==> src/rtl/whr_arb_pkg.sv <==
// Shared types and constants for the wormhole router switch arbiters.
// Holds the arbiter state, the error capture modes and the error vector layout.
package whr_arb_pkg;

  typedef enum logic {
    ARB_IDLE   = 1'b0,
    ARB_LOCKED = 1'b1
  } arb_state_e;

  // Same encoding as the router's error reporter.
  typedef enum logic [1:0] {
    ERROR_CAPTURE_MODE_NONE    = 2'd0,
    ERROR_CAPTURE_MODE_NO_HOLD = 2'd1,
    ERROR_CAPTURE_MODE_HOLD    = 2'd2
  } error_capture_mode_e;

  localparam int ERR_HEAD_IN_PKT  = 0;
  localparam int ERR_BODY_IN_IDLE = 1;
  localparam int ERR_UTURN        = 2;
  localparam int ERR_NUM          = 3;

  // Index width for n items; never narrower than one bit.
  function automatic int clogb(input int n);
    return (n <= 2) ? 1 : $clog2(n);
  endfunction

  localparam int num_ports_default = 5;
  localparam int port_idx_width    = clogb(num_ports_default);

endpackage

==> src/rtl/whr_rr_pick.sv <==
// Combinational rotating-priority picker: the first set request at or after
// ptr (wrapping) wins; gnt is one-hot, idx is its encoded position.
module whr_rr_pick
  import whr_arb_pkg::*;
#(
  parameter int num_ports = 5,
  parameter int idx_width = clogb(num_ports)
) (
  input  logic [num_ports-1:0] req,
  input  logic [idx_width-1:0] ptr,
  output logic [num_ports-1:0] gnt,
  output logic [idx_width-1:0] idx,
  output logic                 valid
);

  logic [idx_width-1:0] pos;

  // NOTE: every output is given a default before the loop so no path leaves
  // a variable unassigned, which would otherwise infer a latch.
  always_comb begin
    gnt   = '0;
    idx   = '0;
    valid = 1'b0;
    pos   = '0;
    for (int k = 0; k < num_ports; k++) begin
      pos = idx_width'((int'(ptr) + k) % num_ports);
      if (!valid && req[pos]) begin
        valid    = 1'b1;
        gnt[pos] = 1'b1;
        idx      = pos;
      end
    end
  end

endmodule

==> src/rtl/whr_op_arb_ctrl.sv <==
// Per-output-port switch arbiter: round-robin over head requests, then holds
// the grant on one input from head to tail so packets never interleave.
module whr_op_arb_ctrl
  import whr_arb_pkg::*;
#(
  parameter int                  num_ports          = 5,
  parameter int                  flit_data_width    = 64,
  parameter int                  port_id            = 0,
  parameter error_capture_mode_e error_capture_mode = ERROR_CAPTURE_MODE_NO_HOLD,
  localparam int                 idx_width          = clogb(num_ports)
) (
  input  logic                                 clk,
  input  logic                                 reset,
  input  logic [num_ports-1:0]                 req_ip,
  input  logic [num_ports-1:0]                 req_head_ip,
  input  logic [num_ports-1:0]                 req_tail_ip,
  input  logic [num_ports*flit_data_width-1:0] flit_data_ip,
  input  logic                                 elig,
  input  logic                                 full,
  output logic [num_ports-1:0]                 gnt_ip,
  output logic                                 flit_valid_out,
  output logic                                 flit_head_out,
  output logic                                 flit_tail_out,
  output logic [flit_data_width-1:0]           flit_data_out,
  output logic                                 locked,
  output logic [idx_width-1:0]                 owner,
  output logic                                 error
);

  typedef logic [idx_width-1:0] idx_t;

  arb_state_e state_q, state_d;
  idx_t       owner_q, owner_d;
  idx_t       rr_ptr_q, rr_ptr_d;
  logic       err_q, err_d;

  logic [num_ports-1:0]       cand;
  logic [num_ports-1:0]       pick_gnt;
  idx_t                       pick_idx;
  logic                       pick_valid;
  logic [num_ports-1:0]       gnt;
  idx_t                       sel;
  logic                       any_gnt;
  logic [ERR_NUM-1:0]         err_cond;
  logic [flit_data_width-1:0] port_data [num_ports];

  // Port 0 occupies the most significant slice of the flattened data bus.
  always_comb begin
    for (int i = 0; i < num_ports; i++) begin
      port_data[i] = flit_data_ip[(num_ports-1-i)*flit_data_width +: flit_data_width];
    end
  end

  // A new packet may only start when the controller is free and has credit.
  assign cand = (elig && !full) ? (req_ip & req_head_ip) : '0;

  whr_rr_pick #(
    .num_ports (num_ports),
    .idx_width (idx_width)
  ) u_rr_pick (
    .req   (cand),
    .ptr   (rr_ptr_q),
    .gnt   (pick_gnt),
    .idx   (pick_idx),
    .valid (pick_valid)
  );

  always_comb begin
    state_d  = state_q;
    owner_d  = owner_q;
    rr_ptr_d = rr_ptr_q;
    gnt      = '0;
    sel      = owner_q;
    unique case (state_q)
      ARB_IDLE: begin
        sel = pick_idx;
        if (pick_valid) begin
          gnt      = pick_gnt;
          rr_ptr_d = (pick_idx == idx_t'(num_ports-1)) ? '0 : pick_idx + idx_t'(1);
          if (!req_tail_ip[pick_idx]) begin
            state_d = ARB_LOCKED;
            owner_d = pick_idx;
          end
        end
      end
      ARB_LOCKED: begin
        if (req_ip[owner_q] && !full) begin
          gnt[owner_q] = 1'b1;
          if (req_tail_ip[owner_q]) begin
            state_d = ARB_IDLE;
          end
        end
      end
    endcase
    // Grants are suppressed for the whole reset assertion, not just at the edge.
    if (!reset) begin
      gnt = '0;
    end
  end

  assign any_gnt        = |gnt;
  assign gnt_ip         = gnt;
  assign flit_valid_out = any_gnt;
  assign flit_head_out  = any_gnt & req_head_ip[sel];
  assign flit_tail_out  = any_gnt & req_tail_ip[sel];
  assign flit_data_out  = any_gnt ? port_data[sel] : '0;

  always_comb begin
    err_cond                   = '0;
    err_cond[ERR_HEAD_IN_PKT]  = (state_q == ARB_LOCKED) && req_ip[owner_q] && req_head_ip[owner_q];
    err_cond[ERR_BODY_IN_IDLE] = (state_q == ARB_IDLE) && |(req_ip & ~req_head_ip);
    if (port_id < num_ports) begin
      err_cond[ERR_UTURN] = req_ip[port_id];
    end
  end

  always_comb begin
    err_d = 1'b0;
    unique case (error_capture_mode)
      ERROR_CAPTURE_MODE_NO_HOLD: err_d = |err_cond;
      ERROR_CAPTURE_MODE_HOLD:    err_d = err_q | (|err_cond);
      default:                    err_d = 1'b0;
    endcase
  end

  // NOTE: state registers use non-blocking assignments so every flop samples
  // the pre-edge values, independent of process ordering.
  always_ff @(posedge clk or negedge reset) begin
    if (!reset) begin
      state_q  <= ARB_IDLE;
      owner_q  <= '0;
      rr_ptr_q <= '0;
      err_q    <= 1'b0;
    end else begin
      state_q  <= state_d;
      owner_q  <= owner_d;
      rr_ptr_q <= rr_ptr_d;
      err_q    <= err_d;
    end
  end

  assign locked = (state_q == ARB_LOCKED);
  assign owner  = owner_q;
  assign error  = err_q;

endmodule
==> config.mk <==
export PLATFORM = sky130hd
export DESIGN_NAME = whr_op_arb_ctrl
export DESIGN_NICKNAME = d
export VERILOG_FILES = /design/src/rtl/whr_arb_pkg.sv /design/src/rtl/whr_rr_pick.sv /design/src/rtl/whr_op_arb_ctrl.sv
export SDC_FILE = /design/constraint.sdc
export NUM_CORES = 1
export LEC_CHECK = 0
export CAP_MARGIN = 20
export CORE_AREA = 2 2 162 164
export DETAILED_ROUTE_END_ITERATION = 10
export DIE_AREA = 0 0 164 166
export PLACE_DENSITY = 0.62
export SLEW_MARGIN = 30
export SYNTH_ARGS = -nofsm -noshare
export SYNTH_HDL_FRONTEND = slang
export SYNTH_HIERARCHICAL = 1
export SYNTH_SLANG_ARGS = --single-unit
==> constraint.sdc <==
create_clock -name clk -period 13.44 [get_ports clk]
set_clock_uncertainty 0.1 [all_clocks]
set_input_delay 2.016 -clock clk [delete_from_list [all_inputs] [get_ports clk]]
set_output_delay 2.016 -clock clk [all_outputs]
set_load 0.05 [all_outputs]
==> flow_metrics.tcl, run 1 <==
set metrics [dict create \
    final.setup.tns_ps 0 \
    coreArea_um2 25600 \
    path_common_cell "ha_1" \
    drc 0 \
    synth_top_cells_by_area "mux2_1, nor4b_2, a221oi_1" \
    drive_gt1_share_pct 15.9 \
    dieArea_um2 27200 \
    clk_latency_ps 230 \
    cp-end-kind "primary output" \
    antenna_found_initial 4 \
    avgRoutedWirePerCell_um 22.4 \
    relSlewSlack_pct 35.3 \
    hold_depth 2 \
    synth_seq_cells 8 \
    synth-edff-count 0 \
    yosysTopAreaCellShare_pct 17.0 \
    grt_max_degree 95 \
    p_leak_nw 3.72 \
    post-place-ws_ps 3040 \
    cts_made_buffers 3 \
    synth_top_cell_by_area "mux2_1" \
    synth-main-ff-cell "dfrtp_1" \
    setup_viol 0 \
    postCtsHoldBufs 0 \
    max_freq_mhz 97.5 \
    clockBufferDepth 2 \
    fin_ws_ps 3180 \
    netlist-cell-type-count 89 \
    crit_type "reg -> out" \
    cap_viol_max_count 0 \
    synthesis.nets 1096 \
    crit_path_cell_trace "inv_1 -> ha_1 -> inv_1 -> ha_1 -> inv_1 -> ha_1 -> o31a_2 -> xnor2_1 -> clkinv_2 -> ha_1 -> mux4_2 -> nor2_1 -> o32a_1 -> nand4_2 -> o221ai_1 -> mux2i_4 -> buf_4 -> and2b_2 -> buf_4 -> a221oi_1 -> nor4b_2 -> clkdlybuf4s50_1" \
    clkSinkCount 8 \
    p_comb_share_pct 96.2 \
    initial_core_util_pct 25.1 \
    syn_area_um2 6430 \
    status "finished, final reports clean" \
    worst_path_max_delay_cell "clkdlybuf4s50_1" \
    die_h_um 166 \
    hold_path_startpoint "rr_ptr_q[1]$_DFFE_PN0P_" \
    max_stage_delay_ps 870 \
    ios 416 \
    vias 7663 \
    cp_top_family "buffers and inverters" \
    clkSlewWorstSetupHoldPaths_ps 40 \
    dpl_cell_area_um2 10700 \
    reg2regPathDepth 19 \
    power.total_mw 3.04 \
    synthTopCellsByCount "mux2_1, a21oi_1, nor4b_2" \
    cts_htree_levels 1 \
    syn_inst 734 \
    vias_per_cell 5.39 \
    hp-class "reg -> reg" \
    rsz0062_at_grt "false" \
    hpwlAfterDp_um 25600 \
    rrSetupSlack_ps 6820 \
    fillCellCount 2581 \
    hold_violations 0 \
    crit_fanout 46 \
    p_switching_mw 1.85 \
    clkPwrFrac_pct 1.6 \
    cts_resized 0 \
    hold_end "rr_ptr_q[1]$_DFFE_PN0P_" \
    die_w_um 164 \
    drt_iter0_drc 389 \
    required_ps 11320 \
    p_seq_share_pct 2.2 \
    io_buffers 415 \
    place.gp.congestion 0.917 \
    finalInstanceArea_um2 10800 \
    fp-row-count 59 \
    multi_input_area_um2 5780 \
    finalNonFillerCells 1423 \
    wl_um 31900 \
    track_usage_pct 22.3 \
    gr-total-overflow 0 \
    post-route-period-util_pct 76.3 \
    post-route-min-period_ps 10260 \
    cts-root-buf "clkbuf_16" \
    switching_share_pct 60.9 \
    cp-start-kind "flip-flop" \
    synthMostInstantiatedCell "mux2_1" \
    drtAntennaViolNets 0 \
    postCtsSetupBuffers 0 \
    peakVddDrop_mv 0.125 \
    slew_viol_final 0 \
    grt_pass1_wl_um 47400 \
    synth_warnings 6 \
    layout.nets 1450 \
    timing.rr.start "rr_ptr_q[1]$_DFFE_PN0P_" \
    worstMarginPinSlew_ps 971 \
    worst_r2r_endpoint "owner[1]$_DFFE_PN0P_" \
    place_inst 1417 \
    intPower_mw 1.19 \
    area_growth_syn_to_layout_pct 68.0 \
    p_per_area_nw_per_um2 281 \
    cts_tree "done" \
    drtPass1Iterations 5 \
    synth_async_sr_flop_share_pct 100 \
    crit_arrival_ps 8140 \
    grt_pass1_vias 7850 \
    seq_area_frac_synth_pct 3.11 \
    final-seq-area_um2 200 \
    path_buf_inv 7 \
    syn_area_per_cell_um2 8.77 \
]
[kinds of logic (layout without fill, tap and decap cells)]
group	after synthesis	after routing	synth area share (%)
and+or+nand+nor	191	191	26.6
other	0	2	0
xor gates and xnor gates	16	16	2.29
buffers and inverters	101	453	7.76
adders and majority gates	23	23	4.47
DFF	8	8	3.11
AOI/OAI and AO/OA	241	241	28.4
muxes	154	154	27.4
[worst min-delay path, cell delays in order (launching register included)]
cell and delay [ps]:
dfrtp_1 530, nand2_1 120, nand2_1 50
[stage by stage]
step	util (%)	hold WS [ps]
after detailed placement	41.8	639
after floorplan	-	510
after global routing	42.2	707
after CTS	42.1	645
final	42.2	646
after global placement	41.8	618
[cells in the final DEF (no fill, tap or decap), types with 11 or more instances in the layout]
cell	netlist	layout
a21oi_1	79	79
a221oi_1	56	56
clkdlybuf4s50_1	0	414
ha_1	23	23
inv_1	20	20
mux2_1	97	97
mux2_2	41	41
mux2i_1	12	11
nand2_1	25	25
nand2b_1	12	12
nor2_1	24	24
nor2b_1	11	11
nor4b_2	66	66
o21ai_0	14	14
xnor2_1	12	12
[power by group through the flow]
stage	Sequential, mW	Clock [mW]	Combinational, mW
final	0.0658	0.0498	2.92
after CTS	0.0657	0.0505	2.92
after global routing	0.0689	0.0517	3.12
after floorplan	0.0667	0	2.18
after global placement	0.0656	0	2.89
after detailed placement	0.0660	0	2.90
[registers in the layout (all words and copies together) (netlist names)]
| signal | flops |
|---|---|
| owner | 3 |
| locked | 1 |
| rr_ptr_q | 3 |
| error | 1 |
[how the worst max path moves through the flow]
| stage | startpoint | endpoint | slack, ps | cells past startpoint |
|---|---|---|---|---|
| after detailed placement | full | flit_data_out[6] | 3040 | 17 |
| after floorplan | rr_ptr_q[0]$_DFFE_PN0P_ | flit_data_out[23] | 5240 | 22 |
| after global routing | rr_ptr_q[1]$_DFFE_PN0P_ | flit_data_out[5] | 2590 | 22 |
| after CTS | rr_ptr_q[1]$_DFFE_PN0P_ | flit_data_out[6] | 2850 | 23 |
| after global placement | elig | flit_data_out[6] | 3060 | 17 |
| final | rr_ptr_q[1]$_DFFE_PN0P_ | flit_data_out[5] | 3180 | 22 |
[metal layers]
metal	vias to the layer above	share of wire (%)	track usage, %
met5	-	0.063	0
met4	4	3.0	6.10
met3	46	7.1	4.82
met2	317	48	37.1
met1	3641	42	29.0
li1	3655	-	-
[layout make-up]
class | count | share of cell area, %
antenna | 2 | 0.0463
clock buffer | 3 | 0.694
inverter | 24 | 0.845
multi-input combinational | 625 | 53.4
sequential | 8 | 1.85
tap | 335 | 3.88
timing repair buffer | 426 | 39.2
Note: power is estimated with default switching activity, not from simulation.
==> run 2: changes to the inputs <==
--- a/config.mk
+++ b/config.mk
@@ -6,10 +6,10 @@
 export NUM_CORES = 1
 export LEC_CHECK = 0
 export CAP_MARGIN = 20
-export CORE_AREA = 2 2 162 164
+export CORE_AREA = 2 2 161 163
 export DETAILED_ROUTE_END_ITERATION = 10
-export DIE_AREA = 0 0 164 166
-export PLACE_DENSITY = 0.62
+export DIE_AREA = 0 0 163 165
+export PLACE_DENSITY = 0.64
 export SLEW_MARGIN = 30
 export SYNTH_ARGS = -nofsm -noshare
 export SYNTH_HDL_FRONTEND = slang
==> constraint.sdc (replaced) <==
create_clock -name clk -period 9.1 [get_ports clk]
set_clock_uncertainty 0.1 [all_clocks]
set_input_delay 1.365 -clock clk [delete_from_list [all_inputs] [get_ports clk]]
set_output_delay 1.365 -clock clk [all_outputs]
set_load 0.05 [all_outputs]
==> flow_metrics.tcl, run 2 (same netlist as run 1, synthesis figures left out) <==
set metrics [dict create \
    vias_per_cell 5.39 \
    cts_htree_levels 1 \
    switching_share_pct 60.0 \
    layout_commonest_cell "clkdlybuf4s50_1" \
    p_per_area_nw_per_um2 417 \
    required_ps 7640 \
    antenna_found_initial 6 \
    relSlewSlack_pct 51.1 \
    gr-total-overflow 0 \
    layout_common_cells "clkdlybuf4s50_1, mux2_1, a21oi_1, nor4b_2, buf_4" \
    io_buffers 415 \
    reg2regPathDepth 19 \
    vias 7659 \
    post-route-period-util_pct 94.7 \
    layout.nets 1453 \
    cts_tree "done" \
    cts_made_buffers 3 \
    avgRoutedWirePerCell_um 21.7 \
    drc 0 \
    slew_viol_final 0 \
    p_leak_nw 3.89 \
    cap_viol_max_count 0 \
    cp-start-kind "flip-flop" \
    crit_arrival_ps 7150 \
    grt_pass1_vias 7628 \
    place.gp.congestion 0.915 \
    hold_depth 2 \
    drive_gt1_share_pct 21.4 \
    hpwlAfterDp_um 24200 \
    critPathLaunch "rr_ptr_q[1]$_DFFE_PN0P_" \
    intPower_mw 1.80 \
    grt_max_degree 133 \
    wl_um 30900 \
    status "finished, final reports clean" \
    cts-root-buf "clkbuf_16" \
    cts_resized 0 \
    p_seq_share_pct 2.1 \
    rrSetupSlack_ps 2950 \
    fillCellCount 2488 \
    crit_fanout 25 \
    crit_type "reg -> out" \
    final.setup.tns_ps 0 \
    drtPass1Iterations 5 \
    clkSinkCount 8 \
    track_usage_pct 21.3 \
    drt_iter0_drc 482 \
    hp-class "reg -> reg" \
    worst_path_max_delay_cell "clkdlybuf4s50_1" \
    clkPwrFrac_pct 1.7 \
    path_common_cell "ha_1" \
    cp-end-kind "primary output" \
    setup_viol 0 \
    grt_pass1_wl_um 44700 \
    ios 416 \
    die_w_um 163 \
    p_comb_share_pct 96.2 \
    power.total_mw 4.51 \
    max_stage_delay_ps 840 \
    peakVddDrop_mv 0.284 \
    area_growth_syn_to_layout_pct 68.2 \
    clockBufferDepth 2 \
    max_freq_mhz 116 \
    post-route-min-period_ps 8620 \
    timing.rr.start "rr_ptr_q[1]$_DFFE_PN0P_" \
    rsz0062_at_grt "false" \
    setup.worst_path.end "flit_data_out[62]" \
    initial_core_util_pct 25.7 \
    hold_violations 0 \
    crit_path_cell_trace "inv_1 -> ha_1 -> inv_1 -> ha_1 -> inv_1 -> ha_1 -> o31a_2 -> xnor2_1 -> clkinv_2 -> ha_1 -> nand2b_1 -> a22oi_4 -> nor2_1 -> o32ai_1 -> nand3_2 -> nor2_1 -> o22ai_1 -> buf_4 -> mux2i_4 -> and2b_2 -> a221oi_1 -> nor4b_2 -> clkdlybuf4s50_1" \
    drtAntennaViolNets 0 \
    clkSlewWorstSetupHoldPaths_ps 40 \
    dieArea_um2 26900 \
    coreArea_um2 25000 \
    clk_latency_ps 230 \
    die_h_um 165 \
    postCtsSetupBuffers 0 \
    fp-row-count 58 \
    worst_r2r_endpoint "owner[1]$_DFFE_PN0P_" \
    p_switching_mw 2.71 \
    postCtsHoldBufs 0 \
    worstMarginPinSlew_ps 733 \
]
[run 2: power by group through the flow]
stage	registers, mW	clock network [mW]	logic (mW)
after detailed placement	0.0933	0	4.32
after CTS	0.0929	0.0766	4.34
after global routing	0.0976	0.0782	4.64
after floorplan	0.0985	0	3.22
after global placement	0.0926	0	4.31
final	0.0935	0.0760	4.34
[run 2: layer usage]
metal	track usage [%]	up-vias	share of wire [%]
met1	29.0	3645	44
met3	3.26	47	5.5
met5	0	-	0.042
met4	5.91	2	2.7
li1	-	3663	-
met2	34.8	302	48
[run 2: cell type report]
cell class	count	area, µm²	share of cell area, %
diodes	1	2.50	0.0231
clock buffers	3	75.1	0.694
inverters	24	91.3	0.844
multi-input cells	625	5780	53.4
flip-flops and latches	8	200	1.85
well taps	330	413	3.82
repair buffers	429	4260	39.4
[run 2: worst max-delay path, delay by kind of cell (launching register included)]
| kind | cells | cell delay, ps |
|---|---|---|
| buffers and inverters | 6 | 1680 |
| and+or+nand+nor | 6 | 1580 |
| AOI/OAI and AO/OA | 5 | 1280 |
| adders and majority gates | 4 | 1200 |
| DFF | 1 | 500 |
| muxes | 1 | 360 |
| xor gates and xnor gates | 1 | 280 |
[run 2: worst min path at each step]
stage	start	end	slack, ps
after floorplan	rr_ptr_q[0]$_DFFE_PN0P_	rr_ptr_q[0]$_DFFE_PN0P_	510
after global placement	rr_ptr_q[1]$_DFFE_PN0P_	rr_ptr_q[1]$_DFFE_PN0P_	580
after detailed placement	rr_ptr_q[2]$_DFFE_PN0P_	rr_ptr_q[2]$_DFFE_PN0P_	590
after CTS	rr_ptr_q[2]$_DFFE_PN0P_	rr_ptr_q[2]$_DFFE_PN0P_	590
after global routing	rr_ptr_q[2]$_DFFE_PN0P_	rr_ptr_q[2]$_DFFE_PN0P_	620
final	rr_ptr_q[2]$_DFFE_PN0P_	rr_ptr_q[2]$_DFFE_PN0P_	590
[run 2: per-stage QoR]
| step | std cells | setup WS, ps | instance area, µm² | hold WS, ps | utilization, % |
|---|---|---|---|---|---|
| 3_5_place_dp | 1416 | 773 | 10700 | 586 | 42.9 |
| 5_1_grt | 1420 | 96.5 | 10800 | 623 | 43.2 |
| 4_1_cts | 1419 | 540 | 10800 | 593 | 43.2 |
| 2_1_floorplan | 734 | 1550 | 6430 | 510 | - |
| 3_3_place_gp | 1416 | 957 | 10700 | 578 | 42.9 |
| 6_report | 1420 | 484 | 10800 | 591 | 43.2 |
==> run 3: changes to the inputs <==
--- a/config.mk
+++ b/config.mk
@@ -6,10 +6,11 @@
 export NUM_CORES = 1
 export LEC_CHECK = 0
 export CAP_MARGIN = 20
-export CORE_AREA = 2 2 161 163
+export CORE_AREA = 5 5 159 161
 export DETAILED_ROUTE_END_ITERATION = 10
-export DIE_AREA = 0 0 163 165
-export PLACE_DENSITY = 0.64
+export DIE_AREA = 0 0 164 166
+export PLACE_DENSITY = 0.68
+export SKIP_CTS_REPAIR_TIMING = 1
 export SLEW_MARGIN = 30
 export SYNTH_ARGS = -nofsm -noshare
 export SYNTH_HDL_FRONTEND = slang
==> flow_metrics.tcl, run 3 (same netlist as run 1, synthesis figures left out) <==
set metrics [dict create \
    status "finished, final reports clean" \
    crit_fanout 20 \
    cap_viol_max_count 0 \
    cts_tree "done" \
    use_met3_pct 4.24 \
    cp-end-kind "primary output" \
    drt_iter0_drc 598 \
    layout_common_cells "clkdlybuf4s50_1, mux2_1, a21oi_1, nor4b_2, a221oi_1" \
    hold_end "rr_ptr_q[2]$_DFFE_PN0P_" \
    required_ps 7640 \
    busiest_layer "met2" \
    initial_core_util_pct 27.0 \
    post-place-ws_ps 562 \
    cts_htree_levels 1 \
    post-route-min-period_ps 8730 \
    avgRoutedWirePerCell_um 23.3 \
    wl_um 33100 \
    hp-class "reg -> reg" \
    worstMarginPinSlew_ps 806 \
    vias_per_cell 5.45 \
    drive_gt1_share_pct 20.6 \
    p_leak_nw 4.09 \
    fin_ws_ps 368 \
    die_w_um 164 \
    fp-row-count 57 \
    power.total_mw 4.53 \
    final_util_pct 45.5 \
    layout_commonest_cell "clkdlybuf4s50_1" \
    clockBufferDepth 2 \
    track_usage_pct 21.8 \
    dieArea_um2 27200 \
    grt_pass1_wl_um 46700 \
    post-route-period-util_pct 96.0 \
    setup_viol 0 \
    hold_violations 0 \
    ios 416 \
    place_inst 1411 \
    peakVddDrop_mv 0.249 \
    cp-start-kind "flip-flop" \
    area_growth_syn_to_layout_pct 68.3 \
    rrSetupSlack_ps 2750 \
    fillCellCount 2384 \
    grtUsageMet2_pct 37.7 \
    gr-total-overflow 0 \
    layout.nets 1456 \
    grt_max_degree 133 \
    max_freq_mhz 115 \
    vias 7741 \
    hold_depth 2 \
    antenna_found_initial 5 \
    cts-root-buf "clkbuf_16" \
    hpwlAfterDp_um 25900 \
    cts_made_buffers 3 \
    met1_usage_pct 28.5 \
    crit_arrival_ps 7270 \
    clkSlewWorstSetupHoldPaths_ps 40 \
    clk_latency_ps 230 \
    relSlewSlack_pct 46.3 \
    drc 0 \
    io_buffers 415 \
    reg2regPathDepth 19 \
    p_per_area_nw_per_um2 418 \
    hold_path_startpoint "rr_ptr_q[2]$_DFFE_PN0P_" \
    clkSinkCount 8 \
    worst_r2r_endpoint "owner[1]$_DFFE_PN0P_" \
    coreArea_um2 23800 \
    place.gp.congestion 0.976 \
    grt_pass1_vias 7611 \
    finalNonFillerCells 1420 \
    drtAntennaViolNets 0 \
    drtPass1Iterations 5 \
    die_h_um 166 \
    crit_type "reg -> out" \
    timing.rr.start "rr_ptr_q[1]$_DFFE_PN0P_" \
    slew_viol_final 0 \
]
-- run 3: per-layer routing --
metal / part of all wire, % / vias up
met5: 0.060 / -
met4: 1.6 / 2
met3: 6.6 / 32
met2: 50 / 314
met1: 42 / 3724
li1: - / 3669
-- run 3: worst max-delay path, cell delays in order, from the launching register on --
cell	delay [ps]
dfrtp_1	510
inv_1	320
ha_1	360
inv_1	130
ha_1	420
inv_1	90
ha_1	230
o31a_2	300
xnor2_1	340
clkinv_2	170
ha_1	200
nand2b_1	170
a22oi_4	270
nor2_1	120
o32ai_1	460
nand3_2	210
nor3_2	260
or4_1	360
inv_2	180
o21ai_4	470
buf_4	340
buf_4	330
a221oi_1	100
nor4b_2	370
buf_4	270
-- run 3: how the worst max path moves through the flow --
stage | slack [ps] | from | cells past startpoint | to
floorplan | 1550 | rr_ptr_q[0]$_DFFE_PN0P_ | 22 | flit_data_out[23]
global placement | 570 | rr_ptr_q[1]$_DFFE_PN0P_ | 23 | flit_data_out[19]
detailed placement | 560 | rr_ptr_q[1]$_DFFE_PN0P_ | 23 | flit_data_out[19]
CTS | 240 | rr_ptr_q[1]$_DFFE_PN0P_ | 23 | flit_data_out[19]
global route | -6 | rr_ptr_q[1]$_DFFE_PN0P_ | 24 | flit_data_out[55]
finish | 370 | rr_ptr_q[1]$_DFFE_PN0P_ | 24 | flit_data_out[19]
-- run 3: final cells by class --
class | count | area, µm² | area share [%]
Clock buffer | 3 | 75.1 | 0.693
Inverter | 24 | 91.3 | 0.843
Timing Repair Buffer | 431 | 4250 | 39.3
Antenna cell | 4 | 10.0 | 0.0924
Multi-Input combinational cell | 626 | 5800 | 53.5
Sequential cell | 8 | 200 | 1.85
Tap cell | 324 | 405 | 3.74
-- run 3: through the flow --
step	hold WS (ps)	setup TNS (ps)	instance area (µm²)
final	565	0	10800
after global routing	630	-6.08	10800
after CTS	577	0	10700
after detailed placement	569	0	10700
after global placement	567	0	10700
after floorplan	510	0	6430
-- run 3: power by group --
part | switching [mW] | internal (mW)
combinational | 2.69 | 1.67
clock | 0.0164 | 0.0566
sequential | 0.0448 | 0.0505
